==> src/rtl/operand_fetch_stage.sv <==
// operand_fetch_stage
// Register file (NREGS x XLEN, x0 hardwired to zero) plus the decode-to-execute
// pipeline register. It accepts decoded rs1/rs2/rd/alu_control fields, reads both
// source operands combinationally, and presents them to the ALU one cycle later
// through a valid/ready handshake. The write-back port is never stalled.
//
// Optional feature macro: OPFETCH_WB_FORWARD_EN
//   defined   : a write-back in the same cycle as an accept is forwarded into the
//               captured operand, and a write-back matching a held operand's
//               index refreshes that held operand.
//   undefined : captures see the pre-write value and held operands are frozen.
module operand_fetch_stage #(
    parameter int XLEN  = 32,
    parameter int NREGS = 32
) (
    input  logic            clk,
    input  logic            reset,
    input  logic            in_valid,
    output logic            in_ready,
    input  logic [4:0]      rs1,
    input  logic [4:0]      rs2,
    input  logic [4:0]      rd,
    input  logic [4:0]      alu_control,
    input  logic            wb_en,
    input  logic [4:0]      wb_rd,
    input  logic [XLEN-1:0] wb_data,
    output logic            out_valid,
    input  logic            out_ready,
    output logic [XLEN-1:0] out_rs1_data,
    output logic [XLEN-1:0] out_rs2_data,
    output logic [4:0]      out_rd,
    output logic [4:0]      out_alu_control
);

    // Architectural state
    logic [XLEN-1:0] regs_r [NREGS];

    // Pipeline register and the source indices it was captured from
    logic            out_valid_r;
    logic [XLEN-1:0] out_rs1_data_r;
    logic [XLEN-1:0] out_rs2_data_r;
    logic [4:0]      out_rd_r;
    logic [4:0]      out_alu_control_r;
    logic [4:0]      rs1_idx_r;
    logic [4:0]      rs2_idx_r;

    // Handshake and datapath helpers
    logic            in_ready_s;
    logic            accept_s;
    logic            drain_s;
    logic            hold_s;
    logic            wb_write_s;
    logic [XLEN-1:0] rs1_rdata_s;
    logic [XLEN-1:0] rs2_rdata_s;
    logic [XLEN-1:0] rs1_cap_s;
    logic [XLEN-1:0] rs2_cap_s;

    // Handshake decode: the stage is free when empty or when the ALU takes the held entry
    always_comb begin
        in_ready_s = 1'b0;
        accept_s   = 1'b0;
        drain_s    = 1'b0;
        hold_s     = 1'b0;
        wb_write_s = 1'b0;
        in_ready_s = (!out_valid_r) || out_ready;
        accept_s   = in_valid && in_ready_s;
        drain_s    = out_valid_r && out_ready && !accept_s;
        hold_s     = out_valid_r && !out_ready;
        // A write to x0 (or to an index beyond the file) is dropped
        if ((wb_rd != 5'd0) && (int'(wb_rd) < NREGS)) begin
            wb_write_s = wb_en;
        end else begin
            wb_write_s = 1'b0;
        end
    end

    // Combinational register reads; x0 always returns zero
    always_comb begin
        rs1_rdata_s = {XLEN{1'b0}};
        rs2_rdata_s = {XLEN{1'b0}};
        if ((rs1 != 5'd0) && (int'(rs1) < NREGS)) begin
            rs1_rdata_s = regs_r[rs1];
        end else begin
            rs1_rdata_s = {XLEN{1'b0}};
        end
        if ((rs2 != 5'd0) && (int'(rs2) < NREGS)) begin
            rs2_rdata_s = regs_r[rs2];
        end else begin
            rs2_rdata_s = {XLEN{1'b0}};
        end
    end

    // Operand values captured on accept, optionally bypassing a same-cycle write-back
    always_comb begin
        rs1_cap_s = rs1_rdata_s;
        rs2_cap_s = rs2_rdata_s;
`ifdef OPFETCH_WB_FORWARD_EN
        if (wb_write_s && (wb_rd == rs1)) begin
            rs1_cap_s = wb_data;
        end else begin
            rs1_cap_s = rs1_rdata_s;
        end
        if (wb_write_s && (wb_rd == rs2)) begin
            rs2_cap_s = wb_data;
        end else begin
            rs2_cap_s = rs2_rdata_s;
        end
`else
        // Read-before-write: the operand sees the value prior to this edge's write
        rs1_cap_s = rs1_rdata_s;
        rs2_cap_s = rs2_rdata_s;
`endif
    end

    // Register file write port, independent of the handshake
    always_ff @(posedge clk or posedge reset) begin
        if (reset) begin
            for (int i = 0; i < NREGS; i++) begin
                regs_r[i] <= {XLEN{1'b0}};
            end
        end else if (wb_write_s) begin
            regs_r[wb_rd] <= wb_data;
        end
    end

    // Pipeline register: accept (with optional replace), drain, or hold
    always_ff @(posedge clk or posedge reset) begin
        if (reset) begin
            out_valid_r       <= 1'b0;
            out_rs1_data_r    <= {XLEN{1'b0}};
            out_rs2_data_r    <= {XLEN{1'b0}};
            out_rd_r          <= 5'd0;
            out_alu_control_r <= 5'd0;
            rs1_idx_r         <= 5'd0;
            rs2_idx_r         <= 5'd0;
        end else if (accept_s) begin
            out_valid_r       <= 1'b1;
            out_rs1_data_r    <= rs1_cap_s;
            out_rs2_data_r    <= rs2_cap_s;
            out_rd_r          <= rd;
            out_alu_control_r <= alu_control;
            rs1_idx_r         <= rs1;
            rs2_idx_r         <= rs2;
        end else if (drain_s) begin
            out_valid_r <= 1'b0;
        end else if (hold_s) begin
`ifdef OPFETCH_WB_FORWARD_EN
            // Keep a stalled operand coherent with a write to its source register;
            // wb_write_s already excludes x0, so a stored zero index never matches
            if (wb_write_s && (wb_rd == rs1_idx_r)) begin
                out_rs1_data_r <= wb_data;
            end
            if (wb_write_s && (wb_rd == rs2_idx_r)) begin
                out_rs2_data_r <= wb_data;
            end
`else
            out_rs1_data_r <= out_rs1_data_r;
            out_rs2_data_r <= out_rs2_data_r;
`endif
        end
    end

    assign in_ready        = in_ready_s;
    assign out_valid       = out_valid_r;
    assign out_rs1_data    = out_rs1_data_r;
    assign out_rs2_data    = out_rs2_data_r;
    assign out_rd          = out_rd_r;
    assign out_alu_control = out_alu_control_r;

endmodule

==> config.mk <==
export PLATFORM = sky130hd
export DESIGN_NAME = operand_fetch_stage
export DESIGN_NICKNAME = d
export VERILOG_FILES = /design/src/rtl/operand_fetch_stage.sv
export SDC_FILE = /design/constraint.sdc
export NUM_CORES = 2
export LEC_CHECK = 0
export CAP_MARGIN = 20
export CORE_ASPECT_RATIO = 0.6
export CORE_UTILIZATION = 28
export DETAILED_ROUTE_END_ITERATION = 7
export GPL_ROUTABILITY_DRIVEN = 0
export PLACE_DENSITY = 0.42
export SLEW_MARGIN = 0
export SYNTH_ARGS = -nofsm -noshare
export SYNTH_HDL_FRONTEND = slang
export SYNTH_SLANG_ARGS = --single-unit
==> constraint.sdc <==
create_clock -name clk -period 32.4 [get_ports clk]
set_input_delay 3.24 -clock clk [delete_from_list [all_inputs] [get_ports clk]]
set_output_delay 3.24 -clock clk [all_outputs]
set_load 0.01 [all_outputs]
# == Word-level counts from Yosys, hierarchy flattened ==
# Cells that the tools add are included.
# totals
ff_bits,1099
out_inout_bits,76
input_bits,62
# op_classes
n_mux,14
magnitude_cmp,4
n_bitwise,3
reduce_logical,11
# op_table
cell,n
$bwmux W1024,1
$bmux W32 S5,2
$mux W32,7
$demux W32 S5,1
$ge A6 B6 Y1 const B,3
$not A5 Y6,3
$reduce_bool A5 Y1,3
$lt A6 B1 Y1 const B,1
$logic_and A1 B1 Y1,4
$mux W1,3
$logic_not A1 Y1,2
$reduce_bool A2 Y1,1
$logic_or A1 B1 Y1,1

# == Logic depth before layout (Yosys ltp) ==
# depth
word_depth,7
mapped_depth,8
depth_no_buf,4

# == Least setup slack after synthesis ==
# OpenSTA, ideal clock, no wires.
# synth_path
path_kind,input to output
start,input out_ready
end,output in_ready
arrival_ns,3.488
required_ns,29.160
stages,1
setup_slack_ns,25.672
cell_sequence,nand2b_1
# synth_between
elab_chain_cells,1
# synth_rtl
element,line,rtl
start: declaration,28,"input logic out_ready,"
$logic_or A1 B1 Y1,65,in_ready_s = (!out_valid_r) || out_ready;
end: declaration,19,"output logic in_ready,"
# No other way between the ends.

# == Final worst setup path ==
# Same ends and word-level chain as after synthesis.

==> impl_metrics.ini <==
[outcome]
outcome = complete, no violations

[place]
pre_cts_slack_ns = 24.46
dp_hpwl_um = 111000
io_buffers = 137
numPlacedInstances = 6453

[worst_hold_path]
min_path_cells = 0
min_path_type = register to register
min_to = regs_r[994]$_DFFE_PP0P_
hp-start = regs_r[994]$_DFFE_PP0P_

[synthesis]
synth.avg_cell_area_sq_um = 14.7
yosysWarnings = 0
seq_area_frac_synth_pct = 47.8
synth_area_leaders = dfrtp_1 48%, mux2_2 27%, mux4_2 13%, mux2i_1 2.4%, o22ai_1 2.0%
netlist_area_sq_um = 57600
syn_inst = 3904
synth_flop_cell = dfrtp_1
yosys-top-cells-count = 1366 x mux2_2, 1099 x dfrtp_1, 324 x mux4_2
synth_fp_nets = 3966
yosys.area.top_type = dfrtp_1
yosysUniqueCellTypes = 43
synth-seq-cells = 1099
synth_edf_count = 0
synth_top_area_share_pct = 47.8
synthMostInstantiatedCell = mux2_2
synthArstFlopShare_pct = 100

[worst_setup_path]
cp.arrival_ns = 4.70
required_ns = 29.16
ff2ff_path_depth = 4
slowest_delay_ns = 0.62
critPathLaunchType = input port
timing.rr.end = out_rd[3]$_DFFE_PP0P_
cpLargestDelayFamily = buffers and inverters
cp-end-kind = primary output
crit_top_cell = clkdlybuf4s50_1
critPathSlowestCell = clkdlybuf4s50_1
path_max_fanout = 7
critical_path_buf_inv_count = 2
crit_chain = clkdlybuf4s50_1 -> nand2b_1 -> clkdlybuf4s50_1
r2r_start = out_valid$_DFFE_PP0P_
critical_path_class = input port to primary output
worst-r2r-setup-slack_ns = 29.82

[timing]
layout_setup_ws_ns = 24.46
tightestPinTransition_ns = 1.12
grt_setup_unrepaired = no
fin_crit_ns = 7.94
setup_viol = 0
tns_ns = 0
clock.fmax_mhz = 126
drv_slew = 0
finalCritPeriodShare_pct = 24.5
hold_ws_ns = 0.394
skew_ns = 0.0263
hold_viol = 0
max_slew_margin_pct = 25.2

[cts]
cts_max_level = 3
holdBufCountCts = 0
post-cts-setup-buffer-count = 0
cts_resized = 0
root_buffer = clkbuf_16
path_clk_slew_ns = 0.06
cts.path.max_buffers = 3
cts_inserted_buffers = 114
clock_latency_ns = 0.74
cts_tree = built
cts.sinks = 1099

[floorplanning]
die-area_sq_um = 207000
start_util_pct = 28.3
row_count = 128
core_region_area_sq_um = 204000
die_w_um = 587
ios = 138
die_height_um = 353

[final_layout]
area_delta_synth_final_pct = 13.6
layout-drive-gt1-share_pct = 51.9
final_core_util_pct = 32.1
fin_cells = 6669
final_nets = 3912
diodes = 0

[global_routing]
use_met1_pct = 28.9
track_usage_pct = 19.4
antenna_found_initial = 3
use_met3_pct = 2.76
grt_overflow = 0
grt.busiest_layer = met2
grt_pass1_vias = 36800
grt_max_degree = 161
use_met2_pct = 29.3
grt_pass1_wl_um = 292000

[power_and_ir_drop]
seqPwrFrac_pct = 45.9
clock_power_share_pct = 34.0
power_density_nw_per_um2 = 60.6
power_leakage_nw = 27.9
p_switching_mw = 1.10
peakVddDrop_mv = 0.0373
p_comb_share_pct = 20.1
switching_share_pct = 27.8
p_int_mw = 2.86

[routing]
final_antenna_net_count = 0
drt-pass1-iter-count = 5
drtIter0Drc = 2460
vias_per_cell = 5.31
wl_per_cell_um = 30.3
vias = 35400
drc = 0
finalWirelength_um = 202000

[flow_run]
max_cap_violations = 0
==> logic make-up after synthesis <==
| group | Yosys count | share of synthesized area (%) |
|---|---|---|
| multiplexers | 1826 | 41.8 |
| flip-flops | 1099 | 47.8 |
| buffers and inverters | 436 | 4.15 |
| AO/OA/AOI/OAI | 386 | 4.97 |
| AND/OR/NAND/NOR | 157 | 1.36 |
==> through the flow <==
| stage | total power, mW | area (sq um) |
|---|---|---|
| 4_1_cts | 4.01 | 65200 |
| 3_5_place_dp | 2.64 | 61500 |
| 3_3_place_gp | 2.62 | 61200 |
| 2_1_floorplan | 2.39 | 57600 |
| 5_1_grt | 4.16 | 65400 |
| 6_report | 3.96 | 65400 |
==> final cells by class <==
| type | instances | area (sq um) |
|---|---|---|
| clock buffers | 173 | 3330 |
| multi-input cells | 2369 | 28000 |
| flip-flops and latches | 1099 | 27500 |
| inverters | 1 | 7.51 |
| repair buffers | 265 | 2770 |
| clock inverters | 32 | 337 |
| well taps | 2730 | 3420 |
| fillers | 20000 | 138000 |
==> cells in the final DEF (no fill, tap or decap), types with 6 or more instances in the layout <==
cell type / n
clkinv_2: 18
clkbuf_16: 116
dfrtp_1: 1099
a211oi_1: 64
mux4_2: 324
nor2_4: 16
o22ai_1: 184
buf_8: 14
buf_16: 13
mux2i_1: 136
buf_12: 6
a2111oi_0: 55
nor3b_1: 8
bufinv_16: 6
nor2_1: 65
nand2_4: 16
clkbuf_1: 35
clkdlybuf4s50_1: 131
mux2_2: 1366
a22o_1: 60
buf_4: 94
clkbuf_8: 24
==> flip-flops by register name, summed over array words and instances (netlist names) <==
signal           flops
regs_r            1024
out_rs1_data        32
out_rd               5
out_alu_control      5
out_valid            1
out_rs2_data        32
==> power groups by stage <==
| stage | Combinational [mW] | Clock [mW] | Sequential, mW |
|---|---|---|---|
| after floorplan | 0.607 | 0 | 1.79 |
| after CTS | 0.800 | 1.39 | 1.82 |
| after global routing | 0.856 | 1.45 | 1.86 |
| after global placement | 0.784 | 0 | 1.84 |
| final | 0.795 | 1.35 | 1.82 |
| after detailed placement | 0.797 | 0 | 1.84 |
==> worst reg2reg max path, stage by stage, from the launching register on <==
cell,delay [ns]
dfrtp_1,0.35
nand2b_1,0.26
nand2_4,0.57
buf_4,0.82
mux2_2,0.47
==> metal layers <==
| metal | wire (um) | share of wire [%] | vias to the layer above |
|---|---|---|---|
| met1 | 100000 | 50 | 19500 |
| met5 | 0 | 0 | - |
| li1 | - | - | 14900 |
| met3 | 7890 | 3.9 | 226 |
| met2 | 89000 | 44 | 737 |
| met4 | 4820 | 2.4 | 0 |
==> worst max path at each step <==
stage                                          end  cells past startpoint       from  slack, ns
finish                                    in_ready                      3  out_ready      24.46
global route                              in_ready                      3  out_ready      24.39
CTS                                       in_ready                      3  out_ready      24.45
detailed placement                        in_ready                      3  out_ready      24.46
global placement                          in_ready                      3  out_ready      24.46
floorplan           out_alu_control[0]$_DFFE_PP0P_                      1      reset      14.00
Power figures use the tool's default switching activity.
